[src/rtl/tt_sweep_ctrl_if.sv]
// Bundles the sweep controller's command, gate-stimulus and result signals.
// The master side commands sweeps and models the gate; the slave side is the controller.
interface tt_sweep_ctrl_if #(
  parameter int unsigned SETTLE_W = 4
);
  logic                start;
  logic                abort;
  logic [SETTLE_W-1:0] settle_cycles;
  logic [7:0]          expected;
  logic                y_in;
  logic                a;
  logic                b;
  logic                c;
  logic                busy;
  logic                sample_valid;
  logic [2:0]          sample_idx;
  logic [7:0]          truth_table;
  logic                done;
  logic                pass;

  modport master (
    output start,
    output abort,
    output settle_cycles,
    output expected,
    output y_in,
    input  a,
    input  b,
    input  c,
    input  busy,
    input  sample_valid,
    input  sample_idx,
    input  truth_table,
    input  done,
    input  pass
  );

  modport slave (
    input  start,
    input  abort,
    input  settle_cycles,
    input  expected,
    input  y_in,
    output a,
    output b,
    output c,
    output busy,
    output sample_valid,
    output sample_idx,
    output truth_table,
    output done,
    output pass
  );
endinterface

[src/rtl/tt_sweep_ctrl.sv]
// Exhaustive truth-table sweep of a 3-input gate: drives all 8 vectors in ascending order,
// holds each for a programmable settle time, captures y_in and compares against a golden table.
module tt_sweep_ctrl #(
  parameter int unsigned SETTLE_W = 4
) (
  input  logic          clk,
  input  logic          rst_n,
  tt_sweep_ctrl_if.slave bus
);

  typedef enum logic [1:0] {
    StIdle,
    StSettle,
    StSample,
    StDone
  } state_e;

  state_e              state_q, state_d;
  logic [SETTLE_W-1:0] settle_q, settle_d;
  logic [SETTLE_W-1:0] cnt_q, cnt_d;
  logic [7:0]          exp_q, exp_d;
  logic [7:0]          tt_q, tt_d;
  logic [2:0]          idx_q, idx_d;
  logic [2:0]          abc_q, abc_d;
  logic                pass_q, pass_d;
  logic                done_q, done_d;

  always_comb begin
    state_d  = state_q;
    settle_d = settle_q;
    cnt_d    = cnt_q;
    exp_d    = exp_q;
    tt_d     = tt_q;
    idx_d    = idx_q;
    abc_d    = abc_q;
    pass_d   = pass_q;
    done_d   = 1'b0;

    unique case (state_q)
      StIdle: begin
        if (bus.start && !bus.abort) begin
          // A zero settle time would skip the hold entirely; treat it as one cycle.
          settle_d = (bus.settle_cycles == '0) ? SETTLE_W'(1) : bus.settle_cycles;
          exp_d    = bus.expected;
          tt_d     = '0;
          pass_d   = 1'b0;
          idx_d    = '0;
          abc_d    = '0;
          cnt_d    = '0;
          state_d  = StSettle;
        end
      end
      StSettle: begin
        if (bus.abort) begin
          abc_d   = '0;
          pass_d  = 1'b0;
          state_d = StIdle;
        end else if (cnt_q == settle_q - 1'b1) begin
          state_d = StSample;
        end else begin
          cnt_d = cnt_q + 1'b1;
        end
      end
      StSample: begin
        if (bus.abort) begin
          abc_d   = '0;
          pass_d  = 1'b0;
          state_d = StIdle;
        end else begin
          tt_d[idx_q] = bus.y_in;
          if (idx_q == 3'd7) begin
            abc_d   = '0;
            state_d = StDone;
          end else begin
            // Next vector is presented on the same edge that captures this one.
            idx_d   = idx_q + 3'd1;
            abc_d   = idx_q + 3'd1;
            cnt_d   = '0;
            state_d = StSettle;
          end
        end
      end
      StDone: begin
        // done and pass register together so both are valid in the same cycle.
        pass_d  = (tt_q == exp_q);
        done_d  = 1'b1;
        abc_d   = '0;
        state_d = StIdle;
      end
      default: state_d = StIdle;
    endcase
  end

  always_ff @(posedge clk or negedge rst_n) begin
    if (!rst_n) begin
      state_q  <= StIdle;
      settle_q <= '0;
      cnt_q    <= '0;
      exp_q    <= '0;
      tt_q     <= '0;
      idx_q    <= '0;
      abc_q    <= '0;
      pass_q   <= 1'b0;
      done_q   <= 1'b0;
    end else begin
      state_q  <= state_d;
      settle_q <= settle_d;
      cnt_q    <= cnt_d;
      exp_q    <= exp_d;
      tt_q     <= tt_d;
      idx_q    <= idx_d;
      abc_q    <= abc_d;
      pass_q   <= pass_d;
      done_q   <= done_d;
    end
  end

  assign bus.a            = abc_q[2];
  assign bus.b            = abc_q[1];
  assign bus.c            = abc_q[0];
  assign bus.busy         = (state_q == StSettle) || (state_q == StSample);
  // An abort in the capture cycle cancels the capture, so the pulse is withheld too.
  assign bus.sample_valid = (state_q == StSample) && !bus.abort;
  assign bus.sample_idx   = idx_q;
  assign bus.truth_table  = tt_q;
  assign bus.done         = done_q;
  assign bus.pass         = pass_q;

endmodule

[src/flat_wrapper.sv]
// flat-port wrapper written by rule: the top's interface ports become plain ports
module tt_sweep_ctrl_flat 
#(
  parameter int unsigned SETTLE_W = 4
)
  (clk, rst_n, bus_start, bus_abort, bus_settle_cycles, bus_expected, bus_y_in, bus_a, bus_b, bus_c, bus_busy, bus_sample_valid, bus_sample_idx, bus_truth_table, bus_done, bus_pass);
  tt_sweep_ctrl_if #(.SETTLE_W(SETTLE_W)) bus_i ();
  input  logic clk;
  input  logic rst_n;
  input wire logic [$bits(bus_i.start)-1:0] bus_start;
  input wire logic [$bits(bus_i.abort)-1:0] bus_abort;
  input wire logic [$bits(bus_i.settle_cycles)-1:0] bus_settle_cycles;
  input wire logic [$bits(bus_i.expected)-1:0] bus_expected;
  input wire logic [$bits(bus_i.y_in)-1:0] bus_y_in;
  output wire logic [$bits(bus_i.a)-1:0] bus_a;
  output wire logic [$bits(bus_i.b)-1:0] bus_b;
  output wire logic [$bits(bus_i.c)-1:0] bus_c;
  output wire logic [$bits(bus_i.busy)-1:0] bus_busy;
  output wire logic [$bits(bus_i.sample_valid)-1:0] bus_sample_valid;
  output wire logic [$bits(bus_i.sample_idx)-1:0] bus_sample_idx;
  output wire logic [$bits(bus_i.truth_table)-1:0] bus_truth_table;
  output wire logic [$bits(bus_i.done)-1:0] bus_done;
  output wire logic [$bits(bus_i.pass)-1:0] bus_pass;
  assign bus_i.start = bus_start;
  assign bus_i.abort = bus_abort;
  assign bus_i.settle_cycles = bus_settle_cycles;
  assign bus_i.expected = bus_expected;
  assign bus_i.y_in = bus_y_in;
  assign bus_a = bus_i.a;
  assign bus_b = bus_i.b;
  assign bus_c = bus_i.c;
  assign bus_busy = bus_i.busy;
  assign bus_sample_valid = bus_i.sample_valid;
  assign bus_sample_idx = bus_i.sample_idx;
  assign bus_truth_table = bus_i.truth_table;
  assign bus_done = bus_i.done;
  assign bus_pass = bus_i.pass;
  tt_sweep_ctrl #(.SETTLE_W(SETTLE_W)) u_core (.clk(clk), .rst_n(rst_n), .bus(bus_i));
endmodule
[config.mk]
export PLATFORM = sky130hd
export DESIGN_NAME = tt_sweep_ctrl_flat
export DESIGN_NICKNAME = d
export VERILOG_FILES = /design/src/rtl/tt_sweep_ctrl_if.sv /design/src/rtl/tt_sweep_ctrl.sv /design/src/flat_wrapper.sv
export SDC_FILE = /design/constraint.sdc
export NUM_CORES = 1
export LEC_CHECK = 0
export ABC_AREA = 1
export BUFFER_PORTS_ARGS = -buffer_cell sky130_fd_sc_hd__buf_2
export CELL_PAD_IN_SITES_DETAIL_PLACEMENT = 1
export CELL_PAD_IN_SITES_GLOBAL_PLACEMENT = 1
export CORE_MARGIN = 10
export CORE_UTILIZATION = 40
export DETAILED_ROUTE_END_ITERATION = 10
export PLACE_DENSITY_LB_ADDON = 0.1
export SYNTH_ARGS = -nofsm -noshare
export SYNTH_HDL_FRONTEND = slang
export SYNTH_SLANG_ARGS = --single-unit
[constraint.sdc]
create_clock -name clk -period 2.6 [get_ports clk]
set_input_delay 0.13 -clock clk [delete_from_list [all_inputs] [get_ports clk]]
set_output_delay 0.13 -clock clk [all_outputs]
set_load 0.05 [all_outputs]
==> results of run 1 <==
-- worst max path at each step --
stage / start / to / slack (ps) / cells after the start
floorplan: u_core.bus.sample_idx[0] / u_core.cnt_q[3] / 900 / 8
global placement: u_core.state_q[0] / u_core.cnt_q[2] / 890 / 9
detailed placement: u_core.state_q[0] / u_core.bus.sample_idx[2] / 820 / 6
CTS: u_core.state_q[0] / bus_sample_valid / 670 / 5
global route: u_core.state_q[0] / bus_sample_valid / 470 / 5
finish: u_core.state_q[0] / bus_sample_valid / 680 / 5
-- per-stage QoR --
step | util, % | hold slack (ps) | std cells | area (um2) | power (mW)
4_1_cts | 49.44 | 63.94 | 302 | 2197 | 2.394
6_report | 49.44 | 73.87 | 302 | 2197 | 2.359
3_3_place_gp | 47.35 | 257.9 | 295 | 2105 | 1.962
5_1_grt | 49.44 | 73.27 | 302 | 2197 | 2.594
3_5_place_dp | 47.35 | 247.7 | 295 | 2105 | 1.993
2_1_floorplan | - | -165.6 | 211 | 1882 | 1.732
-- routing by layer --
layer / GRT usage, % / wire length (um) / vias to the layer above
met2: 18.35 / 1835 / 34
met1: 17.20 / 2223 / 711
met4: 4.258 / 74 / 0
li1: - / - / 778
met3: 4.688 / 320 / 9
met5: 0 / 0 / -
-- registers in the layout, summed over array words and instances, names as in the netlist --
signal / cells
u_core.state_q: 2
u_core.abc_q: 3
u_core.exp_q: 8
u_core.bus.pass: 1
u_core.bus.done: 1
u_core.settle_q: 4
u_core.bus.truth_table: 8
u_core.cnt_q: 4
u_core.bus.sample_idx: 3
-- cell usage in the layout (no fill, tap or decap), types with 7 or more instances in the layout --
master,synthesis,layout
o22ai_1,9,9
buf_2,1,34
xor2_1,8,8
a21oi_1,11,11
nand2_1,43,43
dfrtp_1,34,34
mux2_2,7,7
nand3_1,19,19
inv_1,29,29
ha_1,8,8
-- critical path: cells and delay by family (launching register included) --
kind | cells | cell delay (ps)
buffers and inverters | 3 | 520
DFF | 1 | 420
and+or+nand+nor | 1 | 200
adders and majority gates | 1 | 370
-- power by group through the flow --
stage	Clock (mW)	Sequential [mW]	Combinational (mW)
after CTS	0.404	0.793	1.20
after global routing	0.424	0.814	1.36
after floorplan	0	0.829	0.904
after detailed placement	0	0.802	1.19
final	0.386	0.790	1.18
after global placement	0	0.794	1.17
-- repair_timing --
| action | 4_1_cts | 5_1_grt |
|---|---|---|
| setup endpoints to repair | 0 | 0 |
| resized for setup | 0 | 0 |
| endpoints found under the hold margin | 34 | 0 |
| hold buffers | 1 | 0 |
-- cell type report --
cell class / instances / area [um2] / area share, %
multi-input cells: 144 / 899.6 / 40.95
well taps: 52 / 65.06 / 2.961
repair buffers: 35 / 180.2 / 8.200
flip-flops and latches: 34 / 850.8 / 38.72
inverters: 31 / 118.9 / 5.410
clock buffers: 6 / 82.58 / 3.759
-- cell families after synthesis --
logic type	Yosys count	synth area share [%]
buf+inv	33	6.981
compound gates	34	11.30
flops	34	45.21
simple gates	84	21.87
xor+xnor	11	5.120
fa+ha+maj	8	5.319
mux	7	4.189
==> run summary, run 1 <==
Status - finished clean
CP startpoint kind - flop
Int Power - 1.287 mW
Hold WC Path Type - in2reg
Final GP Congestion - 0.7224
Fin. max-slew vios - 0
Final Hold Fails - 0
Share of layout cells above drive strength 1 - 25.20%
Reg clk slew, reported paths - 60 ps
Sw Share - 45.46%
Root Buffer - clkbuf_8
Max Root-Sink Buffers - 2
Flop pwr share - 33.5%
Worst Path Required - 2470 ps
Post-synth top area cell - dfrtp_1
Clock power share - 16.4%
# DRC - 0
Psw - 1.073 mW
YS warnings - 0
WL per Instance - 14.75 um
Final worst slack - 675.6 ps
Starting DRT DRC Count - 68
I/O Buffers - 34
Number of detailed-route iterations in the first pass - 4
Synth top cells by count - nand2_1, dfrtp_1, inv_1
Unique cell type count in the Yosys netlist - 29
Hold path cells - 2
Critical Path Fanout Max - 11
Hpwl dp - 3479 um
Total gr overflow - 0
Vias - 1,532
Largest net degree at the start of global routing - 35
Share of Yosys cell area claimed by the top area cell type - 45.21%
Most used DFF post-synth - dfrtp_1
Tightest Pin Transition - 762.0 ps
TritonCTS Buffers - 5
Initial antenna violation count - 0
Drt via density - 5.073
Latest clock arrival within the worst-skew pair - 280 ps
Sink Count - 34
H-tree levels - 2
Crit. End Element - primary output
Share of the yosys chip area belonging to registers - 45.21%
Data arrival, critical path - 1790 ps
Critical-path cell list - inv_1, ha_1, nand2_1, inv_1, buf_2
Top cell by count, worst path - inv_1
Number of global-route vias before repair - 1,614
GR Util All Layers - 12.76%
Setup slack, reg-to-reg - 810 ps
Io pins - 35
Initial Util - 42.34%
Count leader, synth - nand2_1
Post-layout nets - 276
Endpoint, Worst Hold - u_core.exp_q[5]
Clk_skew - 2.804 ps
CP Class - reg2out
Wire length of the first global-routing pass - 7893 um
Synth top area cells - dfrtp_1, nand2_1, inv_1
Ant diodes - 0
Async S/R FF share, synth - 100.0%
Pleak - 1.146 nW
Die Ht - 88.59 um
Core area - 0.004444 mm2
Placement Setup Slack - 824.6 ps
Power per cell area - 1074 mW/mm2
Setup TNS - 0 ps
Slowest stage delay, CP - 420 ps
Syn_nets - 236
Number of synthesized flops with an enable pin - 0
Max cap viols - 0
Fmax - 0.5196 GHz
Slowest CP cell - dfrtp_1
R2R Path Start - u_core.state_q[0]
WL final - 4454 um
Unrepaired setup endpoints after global routing - false
Shortest period the worst path allows - 1924 ps
Synth Instances - 211
Post-Syn Area - 0.001882 mm2
Mean post-synth cell area - 8.919 um2
Setup Fix Bufs, Post-CTS - 0
# fillers - 556
Reg2reg end - u_core.bus.sample_idx[2]
Die area - 0.007848 mm2
Row count - 24
Area delta synth->final - 16.76%
Combinational Power Share - 50.1%
Max IR drop VDD - 338.7 uV
Post-route ant nets - 0
Final critical-path share of the clock period - 74.02%
Final setup fails - 0
Slew margin rel. - 49.20%
CTS tree - yes
Yosys reg bits - 34
Worst r2r path cells - 6
Die width - 88.59 um
Hold_sp - bus_expected[5]
(Power assumes the default switching activity.)
==> inputs of run 2 (changes only) <==
--- a/config.mk
+++ b/config.mk
@@ -10,7 +10,7 @@
 export CELL_PAD_IN_SITES_DETAIL_PLACEMENT = 1
 export CELL_PAD_IN_SITES_GLOBAL_PLACEMENT = 1
 export CORE_MARGIN = 10
-export CORE_UTILIZATION = 40
+export CORE_UTILIZATION = 37
 export DETAILED_ROUTE_END_ITERATION = 10
 export PLACE_DENSITY_LB_ADDON = 0.1
 export SYNTH_ARGS = -nofsm -noshare
==> constraint.sdc (replaced) <==
create_clock -name clk -period 1.59 [get_ports clk]
set_input_delay 0.0795 -clock clk [delete_from_list [all_inputs] [get_ports clk]]
set_output_delay 0.0795 -clock clk [all_outputs]
set_load 0.05 [all_outputs]
==> run 2 against run 1 <==
  * Critical path depth unchanged
  * Global-route usage down 0.81 points
  * Worst setup slack worse by 630 ps
  * Design area grew 13%
  * Core utilization grew 1.9 points
  * Non-clock buffer count is 15 higher
  * Total power grew 85%
  * Clock skew grew 5.1 ps
  * First-iteration DRC count down 19%
  * Via count increased by 5.4%
==> run summary, run 2 (synthesis gave the netlist of run 1 again) <==
Share of layout cells above drive strength 1 - 37.83%
Wire length of the first global-routing pass - 8273 um
CP startpoint kind - flop
WL final - 4881 um
Io pins - 35
Starting DRT DRC Count - 55
# DRC - 0
WL per Instance - 14.61 um
Hpwl dp - 3863 um
Power per cell area - 1766 mW/mm2
Max IR drop VDD - 798.2 uV
Shortest period the worst path allows - 1540 ps
Die width - 91.32 um
GR Util All Layers - 11.94%
TritonCTS Buffers - 5
Sink Count - 34
Ant diodes - 0
Row count - 25
Final GP Congestion - 0.7161
Root Buffer - clkbuf_8
Final setup fails - 0
Initial Util - 39.06%
Cell family with most CP delay - flip-flops
Total gr overflow - 0
Vias - 1,614
Post-layout nets - 291
Drt via density - 4.832
Final Util - 51.38%
Data arrival, critical path - 1460 ps
Pleak - 1.225 nW
Buffer and inverter count on the worst path - 3
Slew margin rel. - 80.08%
Reg clk slew, reported paths - 70 ps
Area delta synth->final - 31.52%
Largest net degree at the start of global routing - 18
Cell count after placement - 321
Critical Path Fanout Max - 4
H-tree levels - 2
I/O Buffers - 34
CTS tree - yes
Final critical-path share of the clock period - 96.83%
Core area - 0.004817 mm2
Most frequent cells in the layout - nand2_1, buf_2, dfrtp_1
Post-route insts no fill - 334
Initial antenna violation count - 0
Crit. End Element - primary output
Commonest non-fill, non-tap cell in the layout - nand2_1
Crit. path cell count - 5
Latest clock arrival within the worst-skew pair - 290 ps
Post-route ant nets - 0
Worst r2r path cells - 9
Slowest stage delay, CP - 450 ps
Clk_skew - 7.952 ps
Status - finished clean
Number of detailed-route iterations in the first pass - 4
Hold WC Path Type - in2reg
Worst Path Required - 1510 ps
CP Class - reg2out
Die Ht - 91.32 um
Fmax - 0.6496 GHz
Max Root-Sink Buffers - 2
Die area - 0.008338 mm2
Fin. max-slew vios - 0
Post-route cell area - 0.002475 mm2
Hold path cells - 2
Final Hold Fails - 0
Max cap viols - 0
Critical-path cell list - ha_4, buf_4, nand2_4, clkinvlp_4, buf_6
Slowest CP cell - dfrtp_2
Tightest Pin Transition - 297.8 ps
Number of global-route vias before repair - 1,709
Placed inst area - 0.002240 mm2
# fillers - 613
Setup TNS - 0 ps
-- run 2: cell count changes in the layout (fill, tap and decap cells not counted), moves of 3 or more --
| cell | before | now |
|---|---|---|
| buf_4 | 0 | 14 |
| inv_2 | 1 | 4 |
| ha_1 | 8 | 3 |
| nand2_2 | 3 | 7 |
| inv_1 | 29 | 24 |
| nand2_1 | 43 | 37 |
| dfrtp_2 | 0 | 3 |
| dfrtp_1 | 34 | 31 |
| ha_4 | 0 | 3 |
-- run 2: timing repair --
item | 4_1_cts | 5_1_grt
hold buffers | 1 | 0
pin swaps | 0 | 8
setup endpoints to repair | 2 | 10
resized for setup | 4 | 23
buffers inserted | 0 | 4
hold endpoints to repair | 22 | 0
-- run 2: per-layer routing --
metal,GRT usage (%),part of all wire (%),routed length [um]
met1,15.37,48,2336
met4,3.133,1.0,50
met3,4.444,5.3,261
met5,0,0,0
met2,18.38,46,2232
-- run 2: metrics by stage --
step                      hold WS, ps  worst slack (ps)  total power, mW
after detailed placement       -26.85            -7.173            3.413
final                           20.46             50.48            4.371
after CTS                       9.859             12.09            4.133
after floorplan                -216.1             18.44            2.855
after global placement         -23.75             56.05            3.352
after global routing            23.68            -26.02            4.753
-- run 2: worst register-to-register path, stage by stage (launching register included) --
cell	delay, ps
dfrtp_1	390
inv_2	110
ha_4	190
clkinvlp_4	180
nand2_4	120
a21oi_2	70
nor2_4	130
nand2_2	100
nand2_1	70
nand2_1	50
-- run 2: final timing paths --
path,start,to,slack [ps]
max,u_core.state_q[1],bus_sample_valid,50
min,bus_expected[0],u_core.exp_q[0],20
max reg2reg,u_core.state_q[0],u_core.cnt_q[1],100
max in group asynchronous,rst_n,u_core.exp_q[2],880
min reg2reg,u_core.abc_q[1],u_core.abc_q[1],480
min in group asynchronous,rst_n,u_core.abc_q[2],200
-- run 2: cell type report --
| type | instances | area [um2] | share of cell area, % |
|---|---|---|---|
| well taps | 67 | 83.83 | 3.387 |
| clock buffers | 7 | 86.33 | 3.488 |
| multi-input cells | 144 | 1007 | 40.70 |
| inverters | 31 | 126.4 | 5.106 |
| flip-flops and latches | 34 | 854.6 | 34.53 |
| clock inverters | 1 | 5.005 | 0.2022 |
| repair buffers | 50 | 311.5 | 12.59 |
-- run 2: where the power goes --
group / total [mW] / internal [mW] / switching, mW
sequential: 1.29 / 1.10 / 0.188
clock: 0.669 / 0.349 / 0.319
combinational: 2.41 / 0.950 / 1.47
total: 4.37 / 2.40 / 1.97
==> inputs of run 3 (changes only) <==
--- a/config.mk
+++ b/config.mk
@@ -13,6 +13,7 @@
 export CORE_UTILIZATION = 37
 export DETAILED_ROUTE_END_ITERATION = 10
 export PLACE_DENSITY_LB_ADDON = 0.1
+export RECOVER_POWER = 50
 export SYNTH_ARGS = -nofsm -noshare
 export SYNTH_HDL_FRONTEND = slang
 export SYNTH_SLANG_ARGS = --single-unit
==> run 3 against run 2 <==
  * Critical path depth is the same
  * Flip-flop and latch count is the same
  * Maximum frequency is essentially flat
  * Clock skew is essentially flat
  * Critical path type unchanged
  * Critical endpoint unchanged
==> run summary, run 3 (synthesis gave the netlist of run 1 again) <==
Status - finished clean
Number of detailed-route iterations in the first pass - 4
CP Class - reg2out
Slew margin rel. - 57.16%
Int Power - 2.391 mW
Flop pwr share - 29.5%
Largest net degree at the start of global routing - 18
Fmax - 0.6497 GHz
Hold slack - 20.44 ps
Vias - 1,617
Final critical-path share of the clock period - 96.80%
GR Util All Layers - 11.94%
Final Util - 51.06%
Clock power share - 15.3%
Max IR drop VDD - 798.1 uV
Row count - 25
Die width - 91.32 um
Io pins - 35
Tightest Pin Transition - 642.6 ps
Initial antenna violation count - 0
CP startpoint kind - flop
Shortest period the worst path allows - 1539 ps
Most frequent cells in the layout - nand2_1, dfrtp_1, buf_2
Setup TNS - 0 ps
Number of global-route vias before repair - 1,709
Crit. End Element - primary output
Clk_skew - 7.996 ps
Sw Share - 45.22%
Post-layout nets - 291
Final GP Congestion - 0.7161
Post-route cell area - 0.002460 mm2
Placement Setup Slack - -7.173 ps
Power per cell area - 1774 mW/mm2
Fin. max-slew vios - 0
Critical Path Fanout Max - 4
Initial Util - 39.06%
Wire length of the first global-routing pass - 8273 um
Post-route insts no fill - 334
Final setup fails - 0
WL final - 4879 um
Pleak - 1.192 nW
CTS tree - yes
Sink Count - 34
Ant diodes - 0
Cell count after placement - 321
TritonCTS Buffers - 5
Reg clk slew, reported paths - 70 ps
Commonest non-fill, non-tap cell in the layout - nand2_1
Share of layout cells above drive strength 1 - 34.83%
Post-route ant nets - 0
Total gr overflow - 0
WL per Instance - 14.61 um
Hpwl dp - 3863 um
Hold WC Path Type - in2reg
Starting DRT DRC Count - 56
I/O Buffers - 34
# DRC - 0
Die area - 0.008338 mm2
Worst Path Required - 1510 ps
Latest clock arrival within the worst-skew pair - 290 ps
Data arrival, critical path - 1460 ps
Drt via density - 4.841
Die Ht - 91.32 um
Root Buffer - clkbuf_8
H-tree levels - 2
Core area - 0.004817 mm2
Final Hold Fails - 0
Pwr Total - 4.364 mW
Max cap viols - 0
Combinational Power Share - 55.2%
Final worst slack - 50.81 ps
Area delta synth->final - 30.72%
Max Root-Sink Buffers - 2
Psw - 1.973 mW
Placed inst area - 0.002240 mm2
-- run 3: changes by cell type in the layout (fill, tap and decap cells not counted) --
cell / previous run / this run
buf_4: 14 / 12
buf_2: 33 / 26
clkbuf_2: 0 / 1
clkbuf_1: 1 / 9
-- run 3: repair_timing --
action                                  CTS  global route
setup buffers                             0             4
resized for setup                         4            23
cloned                                    0             0
pin swaps                                 0             8
endpoints found under the setup margin    2            10
hold buffers                              1             0
endpoints found under the hold margin    22             0
-- run 3: layer usage --
metal | global-route usage (%) | share of wire [%] | up-vias
met1 | 15.37 | 48 | 771
met5 | 0 | 0 | -
met4 | 3.133 | 1.0 | 0
met3 | 4.444 | 5.4 | 5
li1 | - | - | 810
met2 | 18.38 | 46 | 31
-- run 3: cell type report --
cell class | instances | area, um2
multi-input cells | 144 | 1007
flip-flops and latches | 34 | 854.6
repair buffers | 50 | 296.5
inverters | 31 | 126.4
clock inverters | 1 | 5.005
clock buffers | 7 | 86.33
fillers | 616 | 2357
well taps | 67 | 83.83
-- run 3: path summary, 6_finish.rpt --
kind                       slack (ps)              start                       end  cells after the start
max                                50  u_core.state_q[1]          bus_sample_valid                      5
min                                20    bus_expected[0]           u_core.exp_q[0]                      2
min reg2reg                       480    u_core.abc_q[1]           u_core.abc_q[1]                      2
max reg2reg                       100  u_core.state_q[0]           u_core.cnt_q[1]                      9
min in group asynchronous         320              rst_n           u_core.abc_q[2]                      2
max in group asynchronous         400              rst_n  u_core.bus.sample_idx[1]                      3
-- run 3: worst max-delay path, stage by stage, from the launching register on --
cell and delay (ps):
dfrtp_2 450, ha_4 200, buf_4 140, nand2_4 80, clkinvlp_4 130, buf_6 170
-- run 3: power groups by stage --
stage	combinational, mW	sequential (mW)	clock (mW)
global placement	2.08	1.27	0
floorplan	1.50	1.36	0
CTS	2.16	1.27	0.698
finish	2.41	1.29	0.669
detailed placement	2.13	1.29	0
global route	2.69	1.32	0.733
